==> src/rtl/serial_frame_rx_if.sv <==
// Bus bundle for the serial frame receiver: one qualified serial input bit,
// a registered parallel word with its one-cycle strobe, and the frame/error
// counters plus the FSM state for visibility.
//
// Handshake: there is no backpressure in either direction. data_in is
// consumed on a rising edge only when bit_en=1; bit_en=0 is a hold cycle.
// frame_valid is a single-cycle strobe with no ready. data_out and
// parity_err are stable from that strobe until the next one.
interface serial_frame_rx_if #(
  parameter int WIDTH = 8
);
  logic             data_in;
  logic             bit_en;
  logic [WIDTH-1:0] data_out;
  logic             frame_valid;
  logic             parity_err;
  logic [7:0]       frame_count;
  logic [7:0]       err_count;
  logic [1:0]       dbg_state;

  // Receiver side: consumes the serial stream and produces the word.
  modport slave (
    input  data_in,
    input  bit_en,
    output data_out,
    output frame_valid,
    output parity_err,
    output frame_count,
    output err_count,
    output dbg_state
  );

  // Source side: drives the serial stream and observes the results.
  modport master (
    output data_in,
    output bit_en,
    input  data_out,
    input  frame_valid,
    input  parity_err,
    input  frame_count,
    input  err_count,
    input  dbg_state
  );
endinterface

==> src/rtl/serial_frame_rx.sv <==
// Serial frame receiver: hunts for a 4-bit sync pattern, collects a
// WIDTH-bit payload MSB-first, checks an even-parity bit and presents the
// word with a one-cycle frame_valid pulse. Frame and parity-error counters
// are kept alongside.
module serial_frame_rx #(
  parameter int         WIDTH = 8,
  parameter logic [3:0] SYNC  = 4'b1011
) (
  input  logic            clk,
  input  logic            reset,
  serial_frame_rx_if.slave bus
);

  localparam logic [1:0] ST_HUNT   = 2'd0;
  localparam logic [1:0] ST_DATA   = 2'd1;
  localparam logic [1:0] ST_PARITY = 2'd2;

  // Count value seen while the last payload bit is being sampled.
  localparam logic [4:0] LAST_BIT = 5'(WIDTH - 1);

  logic [1:0]       state_q,      state_d;
  logic [3:0]       window_q,     window_d;
  logic [WIDTH-1:0] shreg_q,      shreg_d;
  logic [4:0]       cnt_q,        cnt_d;
  logic [WIDTH-1:0] data_out_q,   data_out_d;
  logic             valid_q,      valid_d;
  logic             perr_q,       perr_d;
  logic [7:0]       fcount_q,     fcount_d;
  logic [7:0]       ecount_q,     ecount_d;

  // Window as it would look after shifting in the current bit; a sync
  // match is decided on this so the match edge is the last sync bit's edge.
  logic [3:0] window_next;
  assign window_next = {window_q[2:0], bus.data_in};

  // Next-state logic; bit_en=0 leaves everything untouched except the strobe.
  always_comb begin
    state_d    = state_q;
    window_d   = window_q;
    shreg_d    = shreg_q;
    cnt_d      = cnt_q;
    data_out_d = data_out_q;
    valid_d    = 1'b0;
    perr_d     = perr_q;
    fcount_d   = fcount_q;
    ecount_d   = ecount_q;

    if (bus.bit_en) begin
      case (state_q)
        ST_HUNT: begin
          window_d = window_next;
          if (window_next == SYNC) begin
            state_d = ST_DATA;
            cnt_d   = 5'd0;
          end
        end
        ST_DATA: begin
          shreg_d = {shreg_q[WIDTH-2:0], bus.data_in};
          cnt_d   = cnt_q + 5'd1;
          if (cnt_q == LAST_BIT) begin
            state_d = ST_PARITY;
          end
        end
        ST_PARITY: begin
          data_out_d = shreg_q;
          perr_d     = (^shreg_q) ^ bus.data_in;
          valid_d    = 1'b1;
          fcount_d   = fcount_q + 8'd1;
          if (perr_d && (ecount_q != 8'hFF)) begin
            ecount_d = ecount_q + 8'd1;
          end
          // Fresh window so frame bits can never complete the next sync.
          window_d   = 4'd0;
          state_d    = ST_HUNT;
        end
        default: begin
          state_d  = ST_HUNT;
          window_d = 4'd0;
        end
      endcase
    end
  end

  // State and output registers; reset aborts any frame in flight.
  always_ff @(posedge clk or negedge reset) begin
    if (!reset) begin
      state_q    <= ST_HUNT;
      window_q   <= 4'd0;
      shreg_q    <= '0;
      cnt_q      <= 5'd0;
      data_out_q <= '0;
      valid_q    <= 1'b0;
      perr_q     <= 1'b0;
      fcount_q   <= 8'd0;
      ecount_q   <= 8'd0;
    end else begin
      state_q    <= state_d;
      window_q   <= window_d;
      shreg_q    <= shreg_d;
      cnt_q      <= cnt_d;
      data_out_q <= data_out_d;
      valid_q    <= valid_d;
      perr_q     <= perr_d;
      fcount_q   <= fcount_d;
      ecount_q   <= ecount_d;
    end
  end

  assign bus.data_out    = data_out_q;
  assign bus.frame_valid = valid_q;
  assign bus.parity_err  = perr_q;
  assign bus.frame_count = fcount_q;
  assign bus.err_count   = ecount_q;
  assign bus.dbg_state   = state_q;

endmodule

==> src/flat_wrapper.sv <==
// flat-port wrapper written by rule: the top's interface ports become plain ports
module serial_frame_rx_flat 
#(
  parameter int         WIDTH = 8,
  parameter logic [3:0] SYNC  = 4'b1011
)
  (clk, reset, bus_data_in, bus_bit_en, bus_data_out, bus_frame_valid, bus_parity_err, bus_frame_count, bus_err_count, bus_dbg_state);
  serial_frame_rx_if #(.WIDTH(WIDTH)) bus_i ();
  input  logic clk;
  input  logic reset;
  input wire logic [$bits(bus_i.data_in)-1:0] bus_data_in;
  input wire logic [$bits(bus_i.bit_en)-1:0] bus_bit_en;
  output wire logic [$bits(bus_i.data_out)-1:0] bus_data_out;
  output wire logic [$bits(bus_i.frame_valid)-1:0] bus_frame_valid;
  output wire logic [$bits(bus_i.parity_err)-1:0] bus_parity_err;
  output wire logic [$bits(bus_i.frame_count)-1:0] bus_frame_count;
  output wire logic [$bits(bus_i.err_count)-1:0] bus_err_count;
  output wire logic [$bits(bus_i.dbg_state)-1:0] bus_dbg_state;
  assign bus_i.data_in = bus_data_in;
  assign bus_i.bit_en = bus_bit_en;
  assign bus_data_out = bus_i.data_out;
  assign bus_frame_valid = bus_i.frame_valid;
  assign bus_parity_err = bus_i.parity_err;
  assign bus_frame_count = bus_i.frame_count;
  assign bus_err_count = bus_i.err_count;
  assign bus_dbg_state = bus_i.dbg_state;
  serial_frame_rx #(.WIDTH(WIDTH), .SYNC(SYNC)) u_core (.clk(clk), .reset(reset), .bus(bus_i));
endmodule
==> config.mk <==
export PLATFORM = sky130hd
export DESIGN_NAME = serial_frame_rx_flat
export DESIGN_NICKNAME = d
export VERILOG_FILES = /design/src/rtl/serial_frame_rx_if.sv /design/src/rtl/serial_frame_rx.sv /design/src/flat_wrapper.sv
export SDC_FILE = /design/constraint.sdc
export NUM_CORES = 1
export LEC_CHECK = 0
export BUFFER_PORTS_ARGS = -buffer_cell sky130_fd_sc_hd__buf_2
export CORE_AREA = 2 2 57 72
export CTS_CLUSTER_DIAMETER = 100
export DETAILED_ROUTE_END_ITERATION = 16
export DIE_AREA = 0 0 59 74
export PLACE_DENSITY = 0.8
export RECOVER_POWER = 50
export SYNTH_ARGS = -nofsm -noshare
export SYNTH_HDL_FRONTEND = slang
export SYNTH_SLANG_ARGS = --single-unit
==> constraint.sdc <==
create_clock -name clk -period 2.2 [get_ports clk]
set_input_delay 0.22 -clock clk [delete_from_list [all_inputs] [get_ports clk]]
set_output_delay 0.22 -clock clk [all_outputs]
set_load 0.01 [all_outputs]
==> results_dict.tcl <==
set metrics [dict create \
    drc_errors 0 \
    dr.pass1.iters 4 \
    postCtsSetupBuffers 0 \
    yosysWarningCount 0 \
    synth_cell_types 31 \
    slew-limit-headroom 0.240 \
    ir_worst_vdd_mv 0.652 \
    grt_use_total 0.162 \
    slew_violations 0 \
    worst_pin_slew_ps 1140 \
    ant_nets 0 \
    path_max_fanout 8 \
    drive_gt1_frac 0.153 \
    power_density_nw_per_um2 1270 \
    ys.flop_type "dfrtp_1" \
    synth.most_common_cell "dfrtp_1" \
    die_h_um 74 \
    fin_ws_ps 271 \
    dieArea_um2 4370 \
    hp-class "in -> reg" \
    synthTopCellsByArea "dfrtp_1, nand2_1, xor2_1" \
    slowest_delay_ps 490 \
    grt-ovfl-total 0 \
    grt_pass1_vias 1209 \
    synth_nets 184 \
    syn_to_final_growth_pct 15.0 \
    finalClockSkew_ps 8.43 \
    cts_buffers 5 \
    critPathKind "reg -> reg" \
    ys_seq_elements 44 \
    power_mw 2.88 \
    report.final.hold_viol_count 0 \
    via_per_inst 5.27 \
    cts-root-buf "clkbuf_8" \
    period_share 0.877 \
    cts_tree "yes" \
    synth_edf_count 0 \
    grt_antenna_before_repair 0 \
    postCtsResizedCells 0 \
    io_pins 32 \
    grt_max_degree 23 \
    dp.final_hpwl_um 2350 \
    cp-end-kind "flop" \
    crit_chain "xnor2_1, xnor3_2, xnor2_4, nor3_2, mux2_4" \
    port_buffers 31 \
    status "finished, final reports clean" \
    yosysTopAreaCellShare 0.558 \
    max_freq_mhz 518 \
    syn-instance-count 177 \
    arrival_ps 2120 \
    postSynthAreaPerCell_um2 11.2 \
    setup_viol 0 \
    cp_slowest_cell "xnor3_2" \
    ys_top_cells_by_count "dfrtp_1, nand2_1, xor2_1" \
    leakage_nw 1.13 \
    synth-async-reset-ratio 1.00 \
    fin_tns_setup_ps 0 \
    antenna_cells 0 \
    cts_max_path_buffers 2 \
    nNetsFinal 222 \
    row_count 25 \
    dpl_worst_slack_ps 260 \
    syn_area_um2 1970 \
    core-area_um2 3690 \
    grt_pass1_wl_um 5310 \
    wl_um 3350 \
    clkSlewWorstSetupHoldPaths_ps 80 \
    gp_routability_congestion 0.786 \
    ys_seq_area_frac 0.558 \
    rsz0062_at_grt "false" \
    yosys.area.top_type "dfrtp_1" \
    dr.first_iter.drc_count 42 \
    cts_sinks 44 \
    clock_latency_ps 300 \
    initial_core_util 0.535 \
    min_period_ps 1930 \
    critPathRequiredTime_ps 2390 \
    num_vias 1349 \
    drv_cap 0 \
    die_w_um 59 \
    wl_per_cell_um 13.1 \
    htreeDepth 2 \
    cp-start-kind "flop" \
]
report_power, final:
group,total [mW],switching (mW),internal [mW]
Clock,0.610,0.274,0.336
Combinational,1.09,0.555,0.531
Sequential,1.18,0.178,1.01
Total,2.88,1.01,1.87
logic make-up after synthesis:
group | synth area share
AO/OA/AOI/OAI | 0.0355
XOR/XNOR | 0.119
adder cells (fa/ha/maj) | 0.0190
buffers and inverters | 0.0234
flip-flops | 0.558
multiplexers | 0.0640
AND/OR/NAND/NOR | 0.181
cell usage in the layout, fill, tap and decap left out, drive strengths merged:
master       netlist  layout
and3               4       4
nor2               7       7
a21oi              4       4
clkbuf             4      32
dlygate4sd3        0       1
nor2b              2       2
bufinv             0       1
nor3               5       5
mux2              10      10
o21ai              3       3
ha                 3       3
xor2              12      12
xnor2             10      10
o22ai              3       3
or3                1       1
nand4              3       3
nor4               3       3
dfrtp             44      44
inv                7       7
a21o               1       1
a31o               1       1
mux2i              1       1
xnor3              1       1
clkinvlp           0       1
nand3              9       9
clkinv             0       1
nand4b             1       1
nand3b             1       1
nand2b             2       2
nand2             34      34
buf                1       8
critical path, delay by kind of cell (launching register included):
kind          cells  cell delay (ps)
xor+xnor          3              880
flops             1              420
mux               1              320
simple gates      1              220
sequential cells by signal, indices dropped and copies added (netlist names):
| name | flops |
|---|---|
| u_core.bus.data_out | 8 |
| u_core.bus.dbg_state | 2 |
| u_core.bus.err_count | 8 |
| u_core.bus.frame_count | 8 |
| u_core.bus.frame_valid | 1 |
| u_core.bus.parity_err | 1 |
| u_core.cnt_q | 5 |
| u_core.shreg_q | 8 |
| u_core.window_q | 3 |
routing by layer:
layer	routed length [um]	part of all wire	global-route usage
met2	1580	0.47	0.252
met1	1540	0.46	0.208
met3	144	0.043	0.0365
met5	0	0	0
met4	76	0.023	0.0909
per-stage QoR:
stage               hold slack [ps]  utilization  instances  instance area [um2]
floorplan                     -75.6            -        177                 1970
global placement                205        0.593        247                 2190
detailed placement              205        0.593        247                 2190
CTS                             220        0.626        256                 2310
global route                    233        0.615        256                 2270
finish                          229        0.615        256                 2270
timing repair:
item,CTS,global route
hold buffers,1,0
endpoints found under the setup margin,0,0
hold endpoints to repair,20,0
path summary, 6_finish.rpt:
path                                                          to  cells past startpoint  slack, ps                                   from
max in group asynchronous          u_core.shreg_q[4]$_DFFE_PN0P_                      3        560                                  reset
setup reg to reg             u_core.bus.err_count[1]$_DFFE_PN0P_                      5        270          u_core.shreg_q[3]$_DFFE_PN0P_
min in group asynchronous    u_core.bus.err_count[7]$_DFFE_PN0P_                      2        650                                  reset
hold / removal                     u_core.shreg_q[0]$_DFFE_PN0P_                      2        230                            bus_data_in
setup / recovery             u_core.bus.err_count[1]$_DFFE_PN0P_                      5        270          u_core.shreg_q[3]$_DFFE_PN0P_
hold reg to reg            u_core.bus.frame_count[7]$_DFFE_PN0P_                      1        470  u_core.bus.frame_count[7]$_DFFE_PN0P_
area by class of cell:
class                      count  area, um2
fill                         316       1420
sequential                    44       1100
timing repair buffer          36        155
clock buffer                   5       68.8
clock inverter                 3       42.5
inverter                       7       26.3
multi-input combinational    121        827
tap                           40       50.0
Note: power is estimated with default switching activity, not from simulation.
